--- config.mk ---
export PLATFORM = sky130hd
export DESIGN_NAME = ps2_kbd
export DESIGN_NICKNAME = d
export VERILOG_FILES = /design/src/rtl/ps2_kbd.sv
export SDC_FILE = /design/constraint.sdc
export NUM_CORES = 1
export LEC_CHECK = 0
export BUFFER_PORTS_ARGS = -buffer_cell sky130_fd_sc_hd__buf_2
export CAP_MARGIN = 20
export CORE_MARGIN = 1.5
export CORE_UTILIZATION = 45
export DETAILED_ROUTE_END_ITERATION = 8
export GPL_TIMING_DRIVEN = 1
export PLACE_DENSITY = 0.67
export SYNTH_ARGS = -nofsm -noshare
export SYNTH_HDL_FRONTEND = slang
export SYNTH_SLANG_ARGS = --single-unit
export TNS_END_PERCENT = 1
--- constraint.sdc ---
create_clock -name clk -period 3.9 [get_ports clk]
set_clock_uncertainty 0.15 [all_clocks]
set_input_delay 0.195 -clock clk [delete_from_list [all_inputs] [get_ports clk]]
set_output_delay 0.195 -clock clk [all_outputs]
set_load 0.02 [all_outputs]
--- src/rtl/ps2_kbd.sv ---
`default_nettype none
// ============================================================================
// Module   : ps2_kbd
// Purpose  : PS/2 keyboard receiver with an 8-bit scancode FIFO behind a
//            Wishbone-style slave. Register 0 = DATA (read pops), register 1 =
//            STATUS (flags + count, W1C on bits 2..4).
// Option   : define PS2_KBD_IRQ_EN to add the irq_o output.
// Revision : 1.0 - initial release
// ============================================================================
module ps2_kbd #(
  parameter int FIFO_DEPTH_LOG2 = 3,
  parameter int TIMEOUT_CYCLES  = 50000
) (
  input  logic        clk,
  input  logic        rst,
  input  logic [31:0] bus_addr_i,
  input  logic [31:0] bus_data_i,
  output logic [31:0] bus_data_o,
  input  logic        bus_select_i,
  input  logic        bus_we_i,
  output logic        bus_ack_o,
  input  logic        ps2_clk,
  input  logic        ps2_data
`ifdef PS2_KBD_IRQ_EN
  ,output logic       irq_o
`endif
);

  localparam int DEPTH = 1 << FIFO_DEPTH_LOG2;
  localparam int TW    = $clog2(TIMEOUT_CYCLES + 1);
  localparam logic [FIFO_DEPTH_LOG2:0] CNT_FULL = (FIFO_DEPTH_LOG2 + 1)'(DEPTH);
  localparam logic [TW-1:0]            TMO_LAST = TW'(TIMEOUT_CYCLES - 1);

  localparam logic [1:0] S_IDLE = 2'd0, S_DATA = 2'd1, S_PAR = 2'd2, S_STOP = 2'd3;
  localparam logic [1:0] B_IDLE = 2'd0, B_ACK  = 2'd1, B_WAIT = 2'd2;

  logic       r_c_s1, r_c_s2, r_c_prev, r_d_s1, r_d_s2;
  logic       w_fall;
  logic [1:0] r_rx_state, w_rx_next;
  logic [7:0] r_shift;
  logic [2:0] r_bitcnt;
  logic       r_par;
  logic       w_par_ok;
  logic [TW-1:0] r_tmo;
  logic       w_tmo_hit;
  logic       w_push, w_ferr_set, w_perr_set;

  logic [7:0] r_mem [0:DEPTH-1];
  logic [FIFO_DEPTH_LOG2-1:0] r_wr_ptr, r_rd_ptr;
  logic [FIFO_DEPTH_LOG2:0]   r_count;
  logic       w_empty, w_full, w_pop, w_do_push, w_ovf_set;
  logic       r_ovf, r_perr, r_ferr;

  logic [1:0]  r_bstate, w_bnext;
  logic        w_acc;
  logic [2:0]  w_clr;
  logic [31:0] w_status, w_cnt32, r_rdata;

  // Two-flop synchronisers; the extra clock flop gives the previous sample.
  always_ff @(posedge clk or negedge rst) begin
    if (!rst) begin
      r_c_s1 <= 1'b1; r_c_s2 <= 1'b1; r_c_prev <= 1'b1;
      r_d_s1 <= 1'b1; r_d_s2 <= 1'b1;
    end else begin
      r_c_s1 <= ps2_clk;  r_c_s2 <= r_c_s1; r_c_prev <= r_c_s2;
      r_d_s1 <= ps2_data; r_d_s2 <= r_d_s1;
    end
  end

  assign w_fall    = r_c_prev & ~r_c_s2;
  assign w_par_ok  = ^{r_shift, r_par};
  assign w_tmo_hit = (r_rx_state != S_IDLE) && !w_fall && (r_tmo == TMO_LAST);

  // Receiver state register.
  always_ff @(posedge clk or negedge rst) begin
    if (!rst) r_rx_state <= S_IDLE;
    else      r_rx_state <= w_rx_next;
  end

  // Receiver next state: one bit per falling edge, timeout aborts silently.
  always_comb begin
    w_rx_next = r_rx_state;
    case (r_rx_state)
      S_IDLE:  if (w_fall && !r_d_s2)             w_rx_next = S_DATA;
      S_DATA:  if (w_fall && r_bitcnt == 3'd7)    w_rx_next = S_PAR;
      S_PAR:   if (w_fall)                        w_rx_next = S_STOP;
      S_STOP:  if (w_fall)                        w_rx_next = S_IDLE;
      default:                                    w_rx_next = S_IDLE;
    endcase
    if (w_tmo_hit) w_rx_next = S_IDLE;
  end

  // Receiver outputs: frame verdict on the stop-bit edge.
  always_comb begin
    w_push     = 1'b0;
    w_ferr_set = 1'b0;
    w_perr_set = 1'b0;
    if (r_rx_state == S_STOP && w_fall) begin
      if (!r_d_s2)       w_ferr_set = 1'b1;
      else if (!w_par_ok) w_perr_set = 1'b1;
      else               w_push     = 1'b1;
    end
  end

  // Receiver datapath: shift register, bit counter, parity latch, timeout.
  always_ff @(posedge clk or negedge rst) begin
    if (!rst) begin
      r_shift <= 8'h00; r_bitcnt <= 3'd0; r_par <= 1'b0; r_tmo <= '0;
    end else begin
      if (r_rx_state == S_IDLE || w_fall) r_tmo <= '0;
      else                                r_tmo <= r_tmo + 1'b1;
      if (w_fall) begin
        case (r_rx_state)
          S_IDLE: r_bitcnt <= 3'd0;
          S_DATA: begin
            r_shift  <= {r_d_s2, r_shift[7:1]};
            r_bitcnt <= r_bitcnt + 3'd1;
          end
          S_PAR:  r_par <= r_d_s2;
          default: ;
        endcase
      end
    end
  end

  assign w_empty   = (r_count == '0);
  assign w_full    = (r_count == CNT_FULL);
  assign w_acc     = (r_bstate == B_IDLE) && bus_select_i;
  assign w_pop     = w_acc && !bus_we_i && !bus_addr_i[2] && !w_empty;
  assign w_do_push = w_push && (!w_full || w_pop);
  assign w_ovf_set = w_push && w_full && !w_pop;
  assign w_clr     = (w_acc && bus_we_i && bus_addr_i[2]) ? bus_data_i[4:2] : 3'b000;

  // FIFO storage; contents need no reset because the count gates reads.
  always_ff @(posedge clk) begin
    if (w_do_push) r_mem[r_wr_ptr] <= r_shift;
  end

  // FIFO pointers, occupancy and sticky error flags (set beats clear).
  always_ff @(posedge clk or negedge rst) begin
    if (!rst) begin
      r_wr_ptr <= '0; r_rd_ptr <= '0; r_count <= '0;
      r_ovf <= 1'b0; r_perr <= 1'b0; r_ferr <= 1'b0;
    end else begin
      if (w_do_push) r_wr_ptr <= r_wr_ptr + 1'b1;
      if (w_pop)     r_rd_ptr <= r_rd_ptr + 1'b1;
      if (w_do_push && !w_pop)      r_count <= r_count + 1'b1;
      else if (!w_do_push && w_pop) r_count <= r_count - 1'b1;
      r_ovf  <= (r_ovf  & ~w_clr[0]) | w_ovf_set;
      r_perr <= (r_perr & ~w_clr[1]) | w_perr_set;
      r_ferr <= (r_ferr & ~w_clr[2]) | w_ferr_set;
    end
  end

  assign w_cnt32  = 32'(r_count);
  assign w_status = {20'h0, w_cnt32[3:0], 3'b000, r_ferr, r_perr, r_ovf, w_full, w_empty};

  // Bus handshake state register.
  always_ff @(posedge clk or negedge rst) begin
    if (!rst) r_bstate <= B_IDLE;
    else      r_bstate <= w_bnext;
  end

  // Bus next state: one ack per select assertion.
  always_comb begin
    w_bnext = r_bstate;
    case (r_bstate)
      B_IDLE:  if (bus_select_i)  w_bnext = B_ACK;
      B_ACK:                      w_bnext = B_WAIT;
      B_WAIT:  if (!bus_select_i) w_bnext = B_IDLE;
      default:                    w_bnext = B_IDLE;
    endcase
  end

  // Bus outputs: ack decoded from state.
  always_comb begin
    bus_ack_o = (r_bstate == B_ACK);
  end

  // Read data captured at access time, zero in every other cycle.
  always_ff @(posedge clk or negedge rst) begin
    if (!rst) r_rdata <= 32'h0;
    else if (w_acc && !bus_we_i)
      r_rdata <= bus_addr_i[2] ? w_status
                               : {24'h0, (w_empty ? 8'h00 : r_mem[r_rd_ptr])};
    else r_rdata <= 32'h0;
  end

  assign bus_data_o = r_rdata;

`ifdef PS2_KBD_IRQ_EN
  logic r_irq;
  // Interrupt follows "data waiting or any error" one cycle later.
  always_ff @(posedge clk or negedge rst) begin
    if (!rst) r_irq <= 1'b0;
    else      r_irq <= !w_empty || r_ovf || r_perr || r_ferr;
  end
  assign irq_o = r_irq;
`endif

  logic w_unused;
  assign w_unused = &{1'b0, bus_addr_i[31:3], bus_addr_i[1:0], bus_data_i[31:5],
                      bus_data_i[1:0], w_cnt32[31:4]};

endmodule
`default_nettype wire

==> results of run 1 <==
layer usage:
layer	wire length, um	track usage	vias up
met5	0	0	-
met1	4260	0.224	1497
met4	130	0.0658	0
li1	-	-	1391
met3	502	0.0482	11
met2	4560	0.259	84
worst min path at each step:
stage / endpoint / startpoint / slack (ns)
6_report: r_tmo[10]$_DFF_PN0_ / rst / 0.07
5_1_grt: r_tmo[10]$_DFF_PN0_ / rst / 0.11
4_1_cts: r_c_s2$_DFF_PN1_ / r_c_s1$_DFF_PN1_ / 0.21
3_5_place_dp: r_d_s1$_DFF_PN1_ / ps2_data / 0.15
3_3_place_gp: r_c_s1$_DFF_PN1_ / ps2_clk / 0.15
2_1_floorplan: bus_data_o[0]$_DFF_PN0_ / rst / -0.25
repair_timing:
item / 4_1_cts / 5_1_grt
hold endpoints to repair: 52 / 0
setup buffers: 0 / 0
hold buffers: 9 / 0
logic make-up after synthesis:
family | after synthesis
flops | 126
xor+xnor | 29
mux | 36
simple gates | 104
other cells | 1
fa+ha+maj | 13
buf+inv | 37
compound gates | 21
power breakdown:
| part | internal (mW) | switching (mW) |
|---|---|---|
| sequential | 1.59 | 0.276 |
| clock | 0.937 | 0.571 |
| combinational | 0.540 | 0.433 |
cell usage after synthesis, drive strengths merged, types with 2 or more instances:
library cell | n | share of area
nand2b | 7 | 0.0081
nor4 | 4 | 0.0046
a32o | 2 | 0.0037
clkbuf | 6 | 0.0042
nand3 | 11 | 0.012
edfxtp | 64 | 0.35
nand4 | 6 | 0.0069
mux2 | 17 | 0.036
dfstp | 5 | 0.024
a22o | 2 | 0.0032
nor2b | 5 | 0.0058
mux2i | 3 | 0.0055
nor2 | 36 | 0.025
ha | 12 | 0.028
o21ai | 7 | 0.0065
a21oi | 2 | 0.0018
buf | 24 | 0.032
xor2 | 12 | 0.019
and2 | 3 | 0.0035
and3 | 4 | 0.0046
a22oi | 3 | 0.0042
nand2 | 18 | 0.012
dfrtp | 57 | 0.26
inv | 7 | 0.0048
xnor2 | 16 | 0.031
nor3 | 7 | 0.0065
mux4 | 16 | 0.066
metrics by stage:
step / total power, mW / hold WS, ns
floorplan: 2.65 / -0.251
global placement: 2.83 / 0.151
detailed placement: 2.87 / 0.152
CTS: 4.40 / 0.206
global route: 4.59 / 0.110
finish: 4.35 / 0.0702
worst max-delay path: cells and delay by family, from the launching register on:
| kind | cells | cell delay (ns) |
|---|---|---|
| compound gates | 2 | 0.34 |
| fa+ha+maj | 2 | 0.46 |
| flops | 1 | 0.51 |
| simple gates | 2 | 0.22 |
| xor+xnor | 5 | 1.31 |
| buf+inv | 2 | 0.20 |
registers in the layout, indices dropped and copies added, names as in the netlist:
signal      count
r_rx_state      2
r_par           1
r_c_prev        1
bus_data_o     12
r_bstate        2
r_rd_ptr        3
r_c_s2          1
r_wr_ptr        3
r_perr          1
r_count         4
r_ferr          1
r_ovf           1
r_bitcnt        3
r_tmo          16
r_c_s1          1
r_d_s2          1
r_shift         8
r_d_s1          1
r_mem          64
cell type report:
class | instances | area (sq um) | area share
timing repair buffer | 44 | 310 | 0.0488
sequential | 126 | 3480 | 0.547
multi-input combinational | 223 | 1790 | 0.282
clock inverter | 14 | 143 | 0.0224
clock buffer | 18 | 429 | 0.0675
inverter | 7 | 26.3 | 0.00413
tap | 143 | 179 | 0.0281
==> impl_metrics.tcl, run 1 <==
set metrics [dict create \
    status "complete, no violations" \
    yosysUniqueCellTypes 44 \
    firstDrtPassIters 4 \
    endpoint "r_count[3]$_DFFE_PN0P_" \
    dieWidth_um 113 \
    place_inst 533 \
    cap_violations 0 \
    antenna_found_initial 0 \
    synth_top_family_by_area "multiplexers" \
    place_area_sq_um 5680 \
    synthXorXnorAreaFrac 0.0545 \
    final_cell_mix "edfxtp_1, dfrtp_1, nor2_1" \
    fin_crit_sh 0.847 \
    grt_pass1_vias 3016 \
    layout-drive-gt1-share 0.250 \
    synth_seq_area_share 0.642 \
    min_period_ns 3.30 \
    synth_area_per_cell_sq_um 14.8 \
    relSlewSlack 0.428 \
    clock-root-buffer "clkbuf_16" \
    stdcell_count 575 \
    io_pins 103 \
    clock.fmax_mhz 303 \
    numCtsBuffers 17 \
    synth_edf_count 64 \
    critPathCaptureType "register" \
    vias_per_cell 5.19 \
    finalWirelength_um 9460 \
    ys_ff_latch 126 \
    place_ws_ns 0.629 \
    syn_inst 367 \
    gp_congestion 0.734 \
    ir_drop_uv 525 \
    synthMuxAreaShare 0.108 \
    leakagePower_nw 2.55 \
    track_usage 0.167 \
    yosys_warnings 0 \
    hp-class "primary input to asynchronous set/reset pin" \
    critPathMaxStageDelay_ns 0.51 \
    syn_to_final_growth_pct 17.3 \
    slew_viol_final 0 \
    cts_tree "yes" \
    design.die.area_sq_um 12700 \
    rows 39 \
    post_cts_resized 0 \
    start_util 0.469 \
    arrival_ns 3.45 \
    n_antenna_cell 0 \
    crit_chain "xnor2_1 > xnor3_2 > xnor2_4 > nand3_4 > inv_1 > ha_1 > inv_1 > ha_1 > a21o_1 > a21oi_1 > xnor2_1 > nor2_1 > xor2_1" \
    clkSlewWorstSetupHoldPaths_ns 0.06 \
    cts_buffer_depth 2 \
    die_h_um 113 \
    portBuffers 22 \
    design_area_sq_um 6360 \
    required_ns 4.04 \
    antenna_left 0 \
    synth_top_flop_cell "edfxtp_1" \
    r2r_cells 13 \
    yosys.area_share.simple 0.0951 \
    hold_viol_final 0 \
    core_sq_um 11600 \
    fin_ws_ns 0.598 \
    cts_htree_levels 4 \
    tns_ns 0 \
    synthAdderAreaFrac 0.0314 \
    path_max_fanout 11 \
    drt_iter0_markers 230 \
    layout.nets 502 \
    clock-sinks 126 \
    post-dp-hpwl_um 6080 \
    rrSetupSlack_ns 0.60 \
    grt_max_degree 47 \
    startpoint_type "register" \
    async_flop_share 0.492 \
    cp_slowest_cell "dfrtp_1" \
    vias 2983 \
    synth_compound_area_frac 0.0277 \
    rr_startpoint "r_shift[1]$_DFFE_PN0P_" \
    p_per_area_nw_per_um2 684 \
    syn_area_sq_um 5420 \
    max_slew.worst_pin.slew_ns 0.858 \
    cp-startpoint "r_shift[1]$_DFFE_PN0P_" \
    final_common_cell "edfxtp_1" \
    rsz0062_at_grt "false" \
    r2r-end "r_count[3]$_DFFE_PN0P_" \
    fillerInstances 941 \
    post-route-util 0.550 \
    insertion_delay_ns 0.41 \
    finalSetupViolations 0 \
    crit_type "register to register" \
    grt_pass1_wl_um 15700 \
    grt_overflow_total 0 \
    remaining_drc_errors 0 \
    wl_per_cell_um 16.4 \
]
Power figures use the tool's default switching activity.
==> run 2: changes to the inputs <==
Settings changed: ABC_AREA set to 1, PLACE_DENSITY 0.67 to 0.69.
Clock period 3.9 ns to 2.8 ns, I/O delays scaled along.
==> run 2 against run 1 <==
  * Combinational power grew 110%
  * Core utilization shrank 0.40 points
  * Via count grew 32%
  * Highest routed layer unchanged
==> impl_metrics.tcl, run 2 <==
set metrics [dict create \
    status "complete, no violations" \
    critPathCaptureType "register" \
    grt_pass1_wl_um 18500 \
    relSlewSlack 0.560 \
    r2r_cells 16 \
    finalWirelength_um 11000 \
    cp-startpoint "r_bstate[1]$_DFFE_PN0P_" \
    hp-class "primary input to asynchronous set/reset pin" \
    r2r-end "r_count[3]$_DFFE_PN0P_" \
    critPathMaxStageDelay_ns 0.40 \
    die_h_um 116 \
    min_period_ns 2.68 \
    grt_overflow_total 0 \
    wl_per_cell_um 13.7 \
    grt_max_degree 33 \
    hold_viol_final 0 \
    ys_ff_latch 126 \
    clock-root-buffer "clkbuf_16" \
    cts_tree "yes" \
    cp.depth 16 \
    slew_viol_final 0 \
    synth_area_per_cell_sq_um 10.5 \
    met3_length_um 425 \
    drt_iter0_markers 262 \
    rrSetupSlack_ns 0.12 \
    finalSetupViolations 0 \
    vias 3941 \
    path_max_fanout 6 \
    largest_reg_flops 64 \
    portBuffers 22 \
    start_util 0.459 \
    firstDrtPassIters 4 \
    layout.nets 698 \
    wl_met2_um 5880 \
    post-route-util 0.546 \
    max_slew.worst_pin.slew_ns 0.660 \
    fillerInstances 1070 \
    antenna_found_initial 0 \
    syn_area_sq_um 5770 \
    track_usage 0.183 \
    numCtsBuffers 17 \
    cts_buffer_depth 2 \
    cp_slowest_cell "dfrtp_1" \
    syn_to_final_growth_pct 18.8 \
    grt_pass1_vias 4023 \
    routed.top_layer "met4" \
    clock.fmax_mhz 373 \
    syn_inst 552 \
    synth_edf_count 64 \
    cap_violations 0 \
    dieWidth_um 116 \
    hold_slack_ns 0.0945 \
    n_antenna_cell 0 \
    arrival_ns 2.83 \
    fin_ws_ns 0.120 \
    seq_area_sq_um 3480 \
    yosysTopAreaCell "edfxtp_1" \
    crit_type "register to register" \
    rr_startpoint "r_bstate[1]$_DFFE_PN0P_" \
    yosysUniqueCellTypes 43 \
    synth.most_common_cell "nor2_1" \
    top_register "r_mem" \
    ir_drop_uv 373 \
    endpoint "r_count[3]$_DFFE_PN0P_" \
    remaining_drc_errors 0 \
    design.die.area_sq_um 13500 \
    core_sq_um 12600 \
    leakagePower_nw 2.91 \
    rows 41 \
    layout-drive-gt1-share 0.213 \
    antenna_left 0 \
    crit_chain "nor2_1 > nand2_2 > nor2_4 > nand2_8 > nand2_8 > nand4_4 > inv_1 > ha_2 > inv_2 > ha_1 > a21o_1 > a21oi_2 > nand2_1 > nand2_1 > nor2_1 > xor2_1" \
    io_pins 103 \
    cp_top_family "simple AND/OR/NAND/NOR gates" \
    cts_htree_levels 4 \
    synth_area_leaders "edfxtp_1, dfrtp_1, nor2_1" \
    fin_crit_sh 0.957 \
    clkSlewWorstSetupHoldPaths_ns 0.06 \
    gp_congestion 0.765 \
    synth_seq_area_share 0.603 \
    final_common_cell "nor2_1" \
    required_ns 2.95 \
    place_ws_ns 0.000164 \
    synth_top_flop_cell "edfxtp_1" \
    vias_per_cell 4.93 \
    yosys_warnings 0 \
    insertion_delay_ns 0.42 \
    final_cell_mix "nor2_1, nand2_1, edfxtp_1" \
    cp_num_buf_inv 2 \
    async_flop_share 0.492 \
    clock-sinks 126 \
    p_per_area_nw_per_um2 966 \
    startpoint_type "register" \
    multi_input_area_sq_um 1980 \
    synth_common_cells "nor2_1, nand2_1, edfxtp_1, dfrtp_1, inv_1" \
    synth_top_area_frac 0.333 \
    post-dp-hpwl_um 7600 \
    wl_met1_um 4490 \
    tns_ns 0 \
    finalPower_mw 6.63 \
]
-- run 2: cell types whose count changed after synthesis, sizes merged, moves of 6 or more --
cell    previous run  this run
xnor2             16         3
nand2b             7         0
nand3             11        21
nor2              36        95
mux2              17         0
o21ai              7        58
nand2             18        84
xor2              12         6
a21oi              2        17
inv                7        56
mux4              16         0
o211ai             1         9
-- run 2: layer usage --
metal	track usage	up-vias
met2	0.323	86
met4	0.0846	0
li1	-	1938
met5	0	-
met3	0.0493	13
met1	0.207	1904
-- run 2: logic make-up (layout without fill, tap and decap cells) --
group	count (synthesis)	count (layout)	synth area share
and+or+nand+nor	219	219	0.187
DFF	126	126	0.603
AOI/OAI and AO/OA	95	95	0.0923
buffers and inverters	88	145	0.0726
adders and majority gates	13	13	0.0295
xor gates and xnor gates	9	9	0.0137
other	1	20	0.000649
muxes	1	1	0.00173
-- run 2: worst reg2reg max path, delay by kind of cell, from the launching register on --
family	cells	cell delay, ns
XOR/XNOR	1	0.13
buffers and inverters	2	0.15
flip-flops	1	0.40
AND/OR/NAND/NOR	9	0.93
adder cells (fa/ha/maj)	2	0.48
AO/OA/AOI/OAI	2	0.33
-- run 2: layout make-up --
type / instances / share of cell area
Timing Repair Buffer: 57 / 0.0587
Tap cell: 172 / 0.0314
Inverter: 56 / 0.0317
Clock buffer: 17 / 0.0620
Multi-Input combinational cell: 357 / 0.288
Clock inverter: 15 / 0.0206
Sequential cell: 126 / 0.507
-- run 2: metrics by stage --
step | std cells | area [sq um]
detailed placement | 753 | 6120
global route | 800 | 6860
floorplan | 571 | 5850
global placement | 753 | 6120
CTS | 797 | 6810
finish | 800 | 6860
-- run 2: repair_timing --
item                                    in CTS  in global routing
endpoints found under the setup margin       0                  1
resized for setup                            0                  8
hold buffers                                12                  0
setup buffers                                0                  3
hold endpoints to repair                    38                  0
-- run 2: worst min path at each step --
stage               startpoint  depth (start not counted)                 endpoint  slack (ns)
floorplan                  rst                          0  bus_data_o[0]$_DFF_PN0_       -0.31
global placement           rst                          1  bus_data_o[7]$_DFF_PN0_        0.02
finish                     rst                          2      r_tmo[11]$_DFF_PN0_        0.09
global route               rst                          2   r_shift[1]$_DFFE_PN0P_        0.15
detailed placement         rst                          1      r_tmo[14]$_DFF_PN0_        0.02
CTS                        rst                          2  bus_data_o[7]$_DFF_PN0_        0.11
-- run 2: power by group --
group          total [mW]  switching, mW  internal [mW]
combinational        2.02           1.28          0.742
sequential           2.55          0.264           2.28
clock                2.06          0.829           1.23
total                6.63           2.37           4.25
==> run 3: changes to the inputs <==
Settings changed: CELL_PAD_IN_SITES_DETAIL_PLACEMENT set to 1, CELL_PAD_IN_SITES_GLOBAL_PLACEMENT set to 1, CORE_UTILIZATION 45 to 39, PLACE_DENSITY 0.69 to unset, PLACE_DENSITY_LB_ADDON set to 0.1, SETUP_SLACK_MARGIN set to 0.05.
==> run 3 against run 2 <==
  * Core utilization is 6.4 points lower
  * Via count rose by 2.9%
  * Sequential cell count is the same
  * Cell area grew 1.7%
  * Clock power increased by 6%
  * Maximum frequency up 2.6%
  * Worst setup slack better by 0.069 ns
  * Power rose by 3.9%
  * Sequential share of layout area shrank 0.85 points
  * Clock-buffer cell count unchanged
  * Routed wire length rose by 20%
  * Hold slack got worse by 0.066 ns
==> impl_metrics.tcl, run 3 (synthesis results as in run 2) <==
set metrics [dict create \
    syn_to_final_growth_pct 20.9 \
    hp-class "primary input to asynchronous set/reset pin" \
    rr_startpoint "r_shift[1]$_DFFE_PN0P_" \
    cap_violations 0 \
    largest_reg_flops 64 \
    r2r-end "r_count[3]$_DFFE_PN0P_" \
    layout-drive-gt1-share 0.234 \
    relSlewSlack 0.609 \
    design_area_sq_um 6980 \
    cp_num_buf_inv 3 \
    remaining_drc_errors 0 \
    place_area_sq_um 6190 \
    fillerInstances 1574 \
    critPathMaxStageDelay_ns 0.43 \
    required_ns 2.96 \
    n_antenna_cell 0 \
    grt_pass1_wl_um 22600 \
    fin_ws_ns 0.189 \
    portBuffers 22 \
    antenna_found_initial 0 \
    hold_slack_ns 0.0288 \
    clkSlewWorstSetupHoldPaths_ns 0.06 \
    cp_slowest_cell "dfrtp_1" \
    grt_use_met3 0.0430 \
    stdcell_count 820 \
    finalWirelength_um 13200 \
    gr-max-usage-layer "met2" \
    wl_per_cell_um 16.1 \
    status "complete, no violations" \
    grt_max_degree 34 \
    start_util 0.399 \
    leakagePower_nw 2.99 \
    critPathCaptureType "register" \
    post-route-util 0.482 \
    crit_type "register to register" \
    cts_htree_levels 4 \
    grt_pass1_vias 4486 \
    clock-root-buffer "clkbuf_16" \
    cts_tree "yes" \
    vias_per_cell 4.95 \
    top_register "r_mem" \
    layout.nets 706 \
    rows 44 \
    clock-sinks 126 \
    tns_ns 0 \
    cpMostUsedCell "nand2_1" \
    io_pins 103 \
    grt_util_met2 0.327 \
    finalPower_mw 6.88 \
    path_max_fanout 4 \
    die_h_um 125 \
    startpoint_type "register" \
    r2r_cells 18 \
    cp_top_family "simple AND/OR/NAND/NOR gates" \
    arrival_ns 2.77 \
    min_period_ns 2.61 \
    rsz0062_at_grt "false" \
    ir_drop_uv 409 \
    post-dp-hpwl_um 8730 \
    dieWidth_um 125 \
    fin_crit_sh 0.933 \
    slew_viol_final 0 \
    place_ws_ns 0.0622 \
    design.die.area_sq_um 15500 \
    core_sq_um 14500 \
    grt_util_met1 0.223 \
    rrSetupSlack_ns 0.19 \
    numCtsBuffers 17 \
    place_inst 772 \
    clock.fmax_mhz 383 \
    max_slew.worst_pin.slew_ns 0.585 \
    hold_viol_final 0 \
    vias 4057 \
    insertion_delay_ns 0.43 \
    crit_chain "inv_2 > nand2_1 > nand3_2 > nand2_1 > nand2_2 > nand2_1 > nand2_2 > nand4_4 > inv_2 > ha_4 > inv_2 > ha_1 > a21o_1 > a21oi_2 > nand2_1 > nand2_1 > nor2_1 > xor2_1" \
    antenna_left 0 \
    track_usage 0.189 \
    finalSetupViolations 0 \
    cts_buffer_depth 2 \
    final_cell_mix "nor2_1, nand2_1, edfxtp_1" \
    p_per_area_nw_per_um2 986 \
    grt_overflow_total 0 \
    gp_congestion 0.773 \
    firstDrtPassIters 4 \
    final_common_cell "nor2_1" \
    drt_iter0_markers 216 \
]
-- run 3: how the worst max path moves through the flow --
stage	start	end	slack, ns	cells after the start
4_1_cts	r_shift[1]$_DFFE_PN0P_	r_count[3]$_DFFE_PN0P_	0.08	18
2_1_floorplan	r_c_prev$_DFF_PN1_	r_count[3]$_DFFE_PN0P_	0.21	15
3_5_place_dp	r_shift[1]$_DFFE_PN0P_	r_count[3]$_DFFE_PN0P_	0.06	16
5_1_grt	r_par$_DFFE_PN0P_	r_count[3]$_DFFE_PN0P_	0.04	18
6_report	r_shift[1]$_DFFE_PN0P_	r_count[3]$_DFFE_PN0P_	0.19	18
3_3_place_gp	r_count[0]$_DFFE_PN0P_	r_count[3]$_DFFE_PN0P_	0.15	17
-- run 3: layout make-up --
| type | count | area, sq um | share of cell area |
|---|---|---|---|
| clock buffer | 17 | 425 | 0.0610 |
| sequential | 126 | 3480 | 0.499 |
| clock inverter | 15 | 163 | 0.0233 |
| timing repair buffer | 65 | 458 | 0.0656 |
| multi-input combinational | 357 | 2000 | 0.287 |
| tap | 184 | 230 | 0.0330 |
| inverter | 56 | 218 | 0.0312 |
-- run 3: timing repair --
item | CTS | global route
buffers inserted | 1 | 5
endpoints found under the hold margin | 49 | 0
hold buffers | 10 | 0
pin swaps | 4 | 3
gates resized for setup | 4 | 12
endpoints found under the setup margin | 1 | 1
-- run 3: metal layers --
layer | wire (um) | part of all wire | up-vias
met5 | 0 | 0 | -
met4 | 265 | 0.020 | 0
met3 | 399 | 0.030 | 24
met2 | 6890 | 0.52 | 61
met1 | 5650 | 0.43 | 2014
li1 | - | - | 1958
-- run 3: where the power goes --
group	switching, mW	internal [mW]	total [mW]
logic	1.39	0.774	2.17
registers	0.236	2.29	2.52
clock network	0.873	1.32	2.19
-- run 3: worst register-to-register path: cells and delay by family (launching register included) --
family / cells / cell delay [ns]
AOI/OAI and AO/OA: 2 / 0.35
xor gates and xnor gates: 1 / 0.14
adders and majority gates: 2 / 0.41
buffers and inverters: 3 / 0.23
DFF: 1 / 0.43
and+or+nand+nor: 10 / 0.77
